--- config.mk ---
export PLATFORM = sky130hd
export DESIGN_NAME = negate_accumulator_flat
export DESIGN_NICKNAME = d
export VERILOG_FILES = /design/src/rtl/negate_accumulator_if.sv /design/src/rtl/negate_accumulator.sv /design/src/flat_wrapper.sv
export SDC_FILE = /design/constraint.sdc
export NUM_CORES = 1
export LEC_CHECK = 0
export CORE_UTILIZATION = 50
export DETAILED_ROUTE_END_ITERATION = 10
export PLACE_DENSITY = 0.76
export SYNTH_ARGS = -nofsm -noshare
export SYNTH_HDL_FRONTEND = slang
export SYNTH_SLANG_ARGS = --single-unit
--- constraint.sdc ---
create_clock -name clk -period 2.8 [get_ports clk]
set_clock_uncertainty 0.05 [all_clocks]
set_input_delay 0.28 -clock clk [delete_from_list [all_inputs] [get_ports clk]]
set_output_delay 0.28 -clock clk [all_outputs]
set_load 0.01 [all_outputs]
--- src/rtl/negate_accumulator_if.sv ---
// Operand/result bundle for negate_accumulator: operand handshake in, accumulator state out.
interface negate_accumulator_if #(
  parameter int N     = 8,
  parameter int CNT_W = 16
);
  logic             in_valid;
  logic             in_ready;
  logic             op;
  logic [N-1:0]     din;
  logic [N-1:0]     acc;
  logic             out_valid;
  logic             V;
  logic             V_sticky;
  logic [CNT_W-1:0] op_count;

  modport master (
    output in_valid, op, din,
    input  in_ready, acc, out_valid, V, V_sticky, op_count
  );

  modport slave (
    input  in_valid, op, din,
    output in_ready, acc, out_valid, V, V_sticky, op_count
  );
endinterface

--- src/rtl/negate_accumulator.sv ---
// Two-stage signed add/subtract accumulator; subtract routes the operand through a negate stage.
// Optional build macro SATURATE_EN: clamp acc on overflow instead of wrapping.

// Two's-complement negate; v_o flags the single unrepresentable input -2^(N-1).
module negate #(
  parameter int N = 8
) (
  input  logic [N-1:0] a_i,
  output logic [N-1:0] y_o,
  output logic         v_o
);
  assign y_o = ~a_i + N'(1);
  assign v_o = (a_i == {1'b1, {(N-1){1'b0}}});
endmodule

module negate_accumulator #(
  parameter int N     = 8,
  parameter int CNT_W = 16
) (
  input  logic                 clk,
  input  logic                 rst,
  input  logic                 clr,
  negate_accumulator_if.slave  bus
);
  logic [N-1:0]     neg_y;
  logic             neg_v;

  logic             s1_v_q, s1_v_d;
  logic [N-1:0]     s1_b_q, s1_b_d;
  logic             s1_nv_q, s1_nv_d;
  logic [N-1:0]     acc_q, acc_d;
  logic             v_q, v_d;
  logic             v_sticky_q, v_sticky_d;
  logic             out_valid_q, out_valid_d;
  logic [CNT_W-1:0] op_count_q, op_count_d;

  logic [N:0]       b_ext;
  logic [N:0]       r;
  logic             ovf;

  negate #(.N(N)) u_negate (
    .a_i (bus.din),
    .y_o (neg_y),
    .v_o (neg_v)
  );

  assign bus.in_ready = ~clr;

  // Exact (N+1)-bit sum; -(-2^(N-1)) is supplied as +2^(N-1), which fits in N+1 bits.
  assign b_ext = s1_nv_q ? {2'b01, {(N-1){1'b0}}} : {s1_b_q[N-1], s1_b_q};
  assign r     = {acc_q[N-1], acc_q} + b_ext;
  assign ovf   = r[N] ^ r[N-1];

  always_comb begin
    // NOTE: every next-state signal gets a default first so no path leaves it unassigned (no latches).
    s1_v_d      = bus.in_valid & bus.in_ready;
    s1_b_d      = bus.op ? neg_y : bus.din;
    s1_nv_d     = bus.op & neg_v;
    acc_d       = acc_q;
    v_d         = v_q;
    v_sticky_d  = v_sticky_q;
    out_valid_d = 1'b0;
    op_count_d  = op_count_q;

    if (s1_v_q) begin
`ifdef SATURATE_EN
      if (ovf) acc_d = r[N] ? {1'b1, {(N-1){1'b0}}} : {1'b0, {(N-1){1'b1}}};
      else     acc_d = r[N-1:0];
`else
      acc_d = r[N-1:0];
`endif
      v_d         = ovf;
      v_sticky_d  = v_sticky_q | ovf;
      out_valid_d = 1'b1;
      op_count_d  = op_count_q + CNT_W'(1);
    end

    // Flush discards the in-flight operand as well as all accumulated state.
    if (clr) begin
      s1_v_d      = 1'b0;
      acc_d       = '0;
      v_d         = 1'b0;
      v_sticky_d  = 1'b0;
      out_valid_d = 1'b0;
      op_count_d  = '0;
    end
  end

  // NOTE: state updates use non-blocking assignments so all registers sample the same pre-edge values.
  always_ff @(posedge clk) begin
    if (rst) begin
      s1_v_q      <= 1'b0;
      s1_b_q      <= '0;
      s1_nv_q     <= 1'b0;
      acc_q       <= '0;
      v_q         <= 1'b0;
      v_sticky_q  <= 1'b0;
      out_valid_q <= 1'b0;
      op_count_q  <= '0;
    end else begin
      s1_v_q      <= s1_v_d;
      s1_b_q      <= s1_b_d;
      s1_nv_q     <= s1_nv_d;
      acc_q       <= acc_d;
      v_q         <= v_d;
      v_sticky_q  <= v_sticky_d;
      out_valid_q <= out_valid_d;
      op_count_q  <= op_count_d;
    end
  end

  assign bus.acc       = acc_q;
  assign bus.V         = v_q;
  assign bus.V_sticky  = v_sticky_q;
  assign bus.out_valid = out_valid_q;
  assign bus.op_count  = op_count_q;
endmodule

--- src/flat_wrapper.sv ---
// flat-port wrapper written by rule: the top's interface ports become plain ports
module negate_accumulator_flat 
#(
  parameter int N     = 8,
  parameter int CNT_W = 16
)
  (clk, rst, clr, bus_in_valid, bus_op, bus_din, bus_in_ready, bus_acc, bus_out_valid, bus_V, bus_V_sticky, bus_op_count);
  negate_accumulator_if #(.N(N), .CNT_W(CNT_W)) bus_i ();
  input  logic clk;
  input  logic rst;
  input  logic clr;
  input wire logic [$bits(bus_i.in_valid)-1:0] bus_in_valid;
  input wire logic [$bits(bus_i.op)-1:0] bus_op;
  input wire logic [$bits(bus_i.din)-1:0] bus_din;
  output wire logic [$bits(bus_i.in_ready)-1:0] bus_in_ready;
  output wire logic [$bits(bus_i.acc)-1:0] bus_acc;
  output wire logic [$bits(bus_i.out_valid)-1:0] bus_out_valid;
  output wire logic [$bits(bus_i.V)-1:0] bus_V;
  output wire logic [$bits(bus_i.V_sticky)-1:0] bus_V_sticky;
  output wire logic [$bits(bus_i.op_count)-1:0] bus_op_count;
  assign bus_i.in_valid = bus_in_valid;
  assign bus_i.op = bus_op;
  assign bus_i.din = bus_din;
  assign bus_in_ready = bus_i.in_ready;
  assign bus_acc = bus_i.acc;
  assign bus_out_valid = bus_i.out_valid;
  assign bus_V = bus_i.V;
  assign bus_V_sticky = bus_i.V_sticky;
  assign bus_op_count = bus_i.op_count;
  negate_accumulator #(.N(N), .CNT_W(CNT_W)) u_core (.clk(clk), .rst(rst), .clr(clr), .bus(bus_i));
endmodule
# Yosys cells after proc, flatten, opt, wreduce, memory -nomap -nowiden
# Cells that the tools add are included.
classes:
  add_sub_neg: 3
  n_eq_ne: 1
  muxes: 3
  bitwise_logic: 6
  n_reduce_logical: 1
ops:
  columns: ["cell", "n"]
  rows:
  - ["16-bit by 1-bit adder with 16-bit output, second input constant", 1]
  - ["9-bit adder", 1]
  - ["9-bit two-way mux", 1]
  - ["8-bit by 1-bit adder with 8-bit output, second input constant", 1]
  - ["8-bit equality test, second input constant", 1]
  - ["8-bit two-way mux", 1]
  - ["8-bit inverter", 1]
  - ["1-bit AND", 2]
  - ["2-bit OR reduction", 1]
  - ["1-bit two-way mux", 1]
  - ["1-bit inverter", 1]
  - ["1-bit OR", 1]
  - ["1-bit bitwise XOR", 1]
word_totals:
  ff_bits: 37
  output_inout_bits: 28

# Depth between registers and ports, before layout
logic_depth:
  word_depth: 4
  ltp_mapped: 8

# Hierarchy
# A second synthesis with hierarchy kept.
hier_totals:
  cells_unflattened: 219
  hier_area_um2: 1945.6
modules_own_cells:
  columns: ["module", "instances", "cells_each", "area_per_inst_um2"]
  rows:
  - ["negate_accumulator", 1, 199, 1795.5]
  - ["negate", 1, 20, 150.1]

# Worst setup path before layout
# OpenSTA, ideal clock, no wires.
synth_path:
  kind: "reg-to-reg"
  start: "reg u_core.s1_nv_q"
  end: "reg u_core.v_q, in the netlist u_core.bus.V"
  setup_ps: 79
  arrival_time_ps: 2018
  t_required_ps: 2671
  setup_slack_ps: 653
  path_stages_with_launch: 9
  n_path_buf: 0
  synth_period_minus_slack_ps: 2147
  path_cell_list: "dfxtp_1 -> nor2b_1 -> ha_1 -> fa_1 -> nand3_1 -> a21oi_1 -> o31a_1 -> or2_2 -> o211ai_1"
synth_between:
  elab_chain_cells: 3
synth_rtl:
  columns: ["element", "line_no", "text"]
  rows:
  - ["from (decl)", "negate_accumulator.sv:30", "logic s1_nv_q, s1_nv_d;"]
  - ["from (signal assigned)", "negate_accumulator.sv:103", "s1_nv_q <= s1_nv_d;"]
  - ["9-bit two-way mux", "negate_accumulator.sv:50", "assign b_ext = s1_nv_q ? {2'b01, {(N-1){1'b0}}} : {s1_b_q[N-1], s1_b_q};"]
  - ["9-bit adder", "negate_accumulator.sv:51", "assign r = {acc_q[N-1], acc_q} + b_ext;"]
  - ["1-bit bitwise XOR", "negate_accumulator.sv:52", "assign ovf = r[N] ^ r[N-1];"]
  - ["to (signal assigned)", "negate_accumulator.sv:105", "v_q <= v_d;"]
  - ["to (decl)", "negate_accumulator.sv:32", "logic v_q, v_d;"]
# Every way passes these cells.
# A chain may end at the register's enable or synchronous reset.

# Worst setup path after layout
layout_path:
  start: "reg u_core.s1_nv_q"
  end: "reg u_core.v_sticky_q, in the netlist u_core.bus.V_sticky"
layout_between:
  elab_chain_cells: 4
layout_rtl:
  columns: ["element", "line_no", "text"]
  rows:
  - ["9-bit two-way mux", "negate_accumulator.sv:50", null]
  - ["9-bit adder", "negate_accumulator.sv:51", null]
  - ["1-bit bitwise XOR", "negate_accumulator.sv:52", null]
  - ["1-bit OR", "negate_accumulator.sv:73", "v_sticky_d = v_sticky_q | ovf;"]
  - ["to (signal assigned)", "negate_accumulator.sv:106", "v_sticky_q <= v_sticky_d;"]
  - ["to (decl)", "negate_accumulator.sv:33", "logic v_sticky_q, v_sticky_d;"]
# Every way passes these cells.

==> summary.md <==
| Metric | Value |
|---|---|
| Global-route wire length before repair | `5.98 mm` |
| CTS tree | `done` |
| Post-DR wirelength/cell | `roughly 11 µm` |
| Synthesized flop and latch total | `37` |
| Clk buf depth | `2` |
| Worst r2r src | `u_core.s1_nv_q$_SDFF_PP0_` |
| Total net switching power | `between 200 and 250 µW` |
| DRC viols | `0` |
| Post-CTS setup buffer count | `0` |
| Syn nets | `242` |
| GR Util All Layers | `18.7%` |
| Design Area, Final | `approximately 0.0024 mm²` |
| Post-Syn Area per Cell | `8.76 µm²` |
| Arr. time, crit path | `2.46 ns` |
| Initial Util | `52.2%` |
| Most used flip-flop cell after synthesis | `dfxtp_1` |
| Unrepaired setup endpoints after global routing | `false` |
| Largest net degree at the start of global routing | `23` |
| Hold_ws | `0.449 ns` |
| Final Hold Violating Endpoints | `0` |
| Multi-input gate area | `0.00110 mm²` |
| FFs w/ async S/R, synth | `0%` |
| Fin nets | `284` |
| CP endpoint | `u_core.bus.V_sticky$_SDFFE_PP0P_` |
| Die width | `approximately 64 µm` |
| Hold crit path type | `register to register` |
| Max Cap Viol | `0` |
| Outcome | `finished, final reports clean` |
| Logic pwr share | `11.1%` |
| Number of global-route vias before repair | `roughly 1500` |
| Crit Path Max Fanout | `9` |
| Fmax | `432 MHz` |
| # clock sinks | `37` |
| EDFF count, synth | `0` |
| Fillers | `307` |
| DP HPWL | `2.63 mm` |
| Io pins | `41` |
| Yosys cell types | `41` |
| Ys Warns | `0` |
| Sequential Power Share | `53.5%` |
| CTS Buf Count | `5` |
| Layout cell share with drive strength beyond 1 | `between 5 and 6%` |
| Fin crit share | `82.6%` |
| Slowest stage cell, crit path | `dfxtp_1` |
| GR Layer Usage met2 | `31.0%` |
| Leak | `between 0.9 and 1 nW` |
| Pre-antenna DRT Iters | `4` |
| Synth area leaders | `dfxtp_1 (39%), ha_1 (6.6%), nor2_1 (6.3%)` |
| Antenna Diode Count | `0` |
| Total chip power | `1.02 mW` |
| Total die area | `between 0.004 and 0.005 mm²` |
| Crit start category | `register` |
| # hold bufs at CTS | `0` |
| CTS resizes | `0` |
| Rows | `22` |
| Place WS | `0.508 ns` |
| Post-layout min period | `2.31 ns` |
| Met1 Resource Use GR | `22.0%` |
| Post-synthesis sequential area ratio | `38.8%` |
| PwrDens | `roughly 420 mW/mm²` |
| Area leader, netlist | `dfxtp_1` |
| Reg2Reg Setup Slack | `roughly 0.5 ns` |
| H-Tree Depth | `2` |
| Critical path class | `register to register` |
| Core Area | `around 0.0037 mm²` |
| Reg2Reg Depth | `8` |
| Dpl cells | `around 300` |
| Worst path required time | `2.95 ns` |
| Routed vias | `1593` |
| Initial antenna violation count | `0` |
| Grt ovf | `0` |
| Clock power frac | `a little over a third` |
| Reg clk slew, reported paths | `0.07 ns` |
| Internal power | `790 µW` |
| Worst path cell trace | `nor2b_1 -> ha_1 -> fa_1 -> nand3_1 -> a21oi_1 -> o31a_1 -> or2_2 -> o211ai_1` |
| Worst stage delay on the critical path | `0.45 ns` |
| Initial DRC Count | `67` |
| Final setup TNS | `0 ns` |
| Worst Setup SP | `u_core.s1_nv_q$_SDFF_PP0_` |
| PortBufs | `40` |
| Most frequent cell after synthesis | `dfxtp_1` |
| Non-filler cells, final | `308` |
| Total Wirelength | `around 3.4 mm` |
| GR Util met3 | `4.64%` |
| Final setup margin | `0.487 ns` |
| Busiest layer in global routing | `met2` |
| Post-synthesis instance total | `218` |
| Layout area overhead | `27.4%` |
| Placed Instance Area | `0.00235 mm²` |
| Die height | `63.8 µm` |
| Vias per inst | `5.17` |
| Setup violations, final | `0` |
| Synth top area share | `38.8%` |
| Register area | `741 µm²` |
| Least-Margin Pin Slew | `0.451 ns` |
| RePlAce Congestion | `roughly 0.88` |
| Worst-case vdd ir drop | `slightly above 0.3 mV` |
| CTS root buf | `clkbuf_8` |
| Slew Viols, Final | `0` |
| Skew-Pair Late Insertion Delay | `around 0.28 ns` |
| Top cells by count, synth | `dfxtp_1 (37), nor2_1 (32), nand2_1 (14), xor2_1 (12)` |
| Post-route antenna net violation count | `0` |
| Mapped Area | `0.00191 mm²` |
| Worst slew margin | `between 60% and 70%` |
| Switch share | `approximately 22%` |
| Final Core Density | `66.4%` |
| Element type at the critical path end | `register` |
| R2r endpoint | `u_core.bus.V_sticky$_SDFFE_PP0P_` |
sequential cells by signal, indices dropped and copies added, names as in the netlist:
register,count
u_core.s1_nv_q,1
u_core.bus.op_count,16
u_core.s1_b_q,8
u_core.bus.acc,8
u_core.bus.V,1
u_core.bus.V_sticky,1
u_core.s1_v_q,1
u_core.bus.out_valid,1
layout by cell type (no fill, tap or decap), types with 3 or more instances in the layout:
master | synthesis | final
xor2_1 | 12 | 12
or3_1 | 6 | 6
nor2_1 | 32 | 32
inv_1 | 9 | 9
clkdlybuf4s50_1 | 0 | 40
mux2i_1 | 6 | 6
nor4_1 | 3 | 3
nand2_1 | 14 | 14
ha_1 | 10 | 10
dfxtp_1 | 37 | 37
or2_2 | 4 | 4
clkbuf_8 | 0 | 6
o21ai_0 | 9 | 9
nand4_1 | 3 | 3
nor2b_1 | 10 | 10
nand3_1 | 8 | 8
a21oi_1 | 9 | 9
xnor2_1 | 10 | 10
nor3_1 | 3 | 3
worst max-delay path, delay by kind of cell, from the launching register on:
kind | cells | cell delay [ns]
AOI/OAI and AO/OA | 3 | 0.58
DFF | 1 | 0.45
and+or+nand+nor | 3 | 0.53
adders and majority gates | 2 | 0.64
kinds of logic (layout without fill, tap and decap cells):
kind of cell | after synthesis | in the layout | synth area share [%]
AOI/OAI and AO/OA | 34 | 34 | 11.7
xor gates and xnor gates | 22 | 22 | 10.1
adders and majority gates | 11 | 11 | 7.60
buffers and inverters | 16 | 58 | 3.80
DFF | 37 | 37 | 38.8
muxes | 6 | 6 | 3.15
and+or+nand+nor | 92 | 92 | 24.9
worst min-delay path by stage:
| stage | cells after the start | end | from |
|---|---|---|---|
| finish | 2 | u_core.bus.op_count[12]$_SDFFE_PP0P_ | u_core.bus.op_count[12]$_SDFFE_PP0P_ |
| global route | 2 | u_core.bus.V_sticky$_SDFFE_PP0P_ | u_core.bus.V_sticky$_SDFFE_PP0P_ |
| CTS | 2 | u_core.bus.V_sticky$_SDFFE_PP0P_ | u_core.bus.V_sticky$_SDFFE_PP0P_ |
| detailed placement | 2 | u_core.bus.V_sticky$_SDFFE_PP0P_ | u_core.bus.V_sticky$_SDFFE_PP0P_ |
| global placement | 2 | u_core.bus.V_sticky$_SDFFE_PP0P_ | u_core.bus.V_sticky$_SDFFE_PP0P_ |
| floorplan | 1 | u_core.s1_v_q$_SDFF_PP0_ | bus_in_valid |
power groups by stage:
stage / logic (mW) / registers, mW / clock network [mW]
finish: 0.112 / 0.543 / 0.360
global route: 0.125 / 0.544 / 0.391
CTS: 0.113 / 0.544 / 0.371
detailed placement: 0.113 / 0.556 / 0
global placement: 0.111 / 0.556 / 0
floorplan: 0.0731 / 0.555 / 0
per-layer routing:
metal,part of all wire (%),wire length [µm]
met1,47,1610
met2,47,1610
met3,3.7,125
met4,1.4,49
met5,0,0
cell type report:
class | instances | share of cell area (%)
Clock buffer | 7 | 3.55
Multi-Input combinational cell | 165 | 45.1
Sequential cell | 37 | 30.5
Tap cell | 48 | 2.47
Inverter | 9 | 1.39
Timing Repair Buffer | 42 | 17.1
No activity file was read; power rests on OpenSTA's default activity.
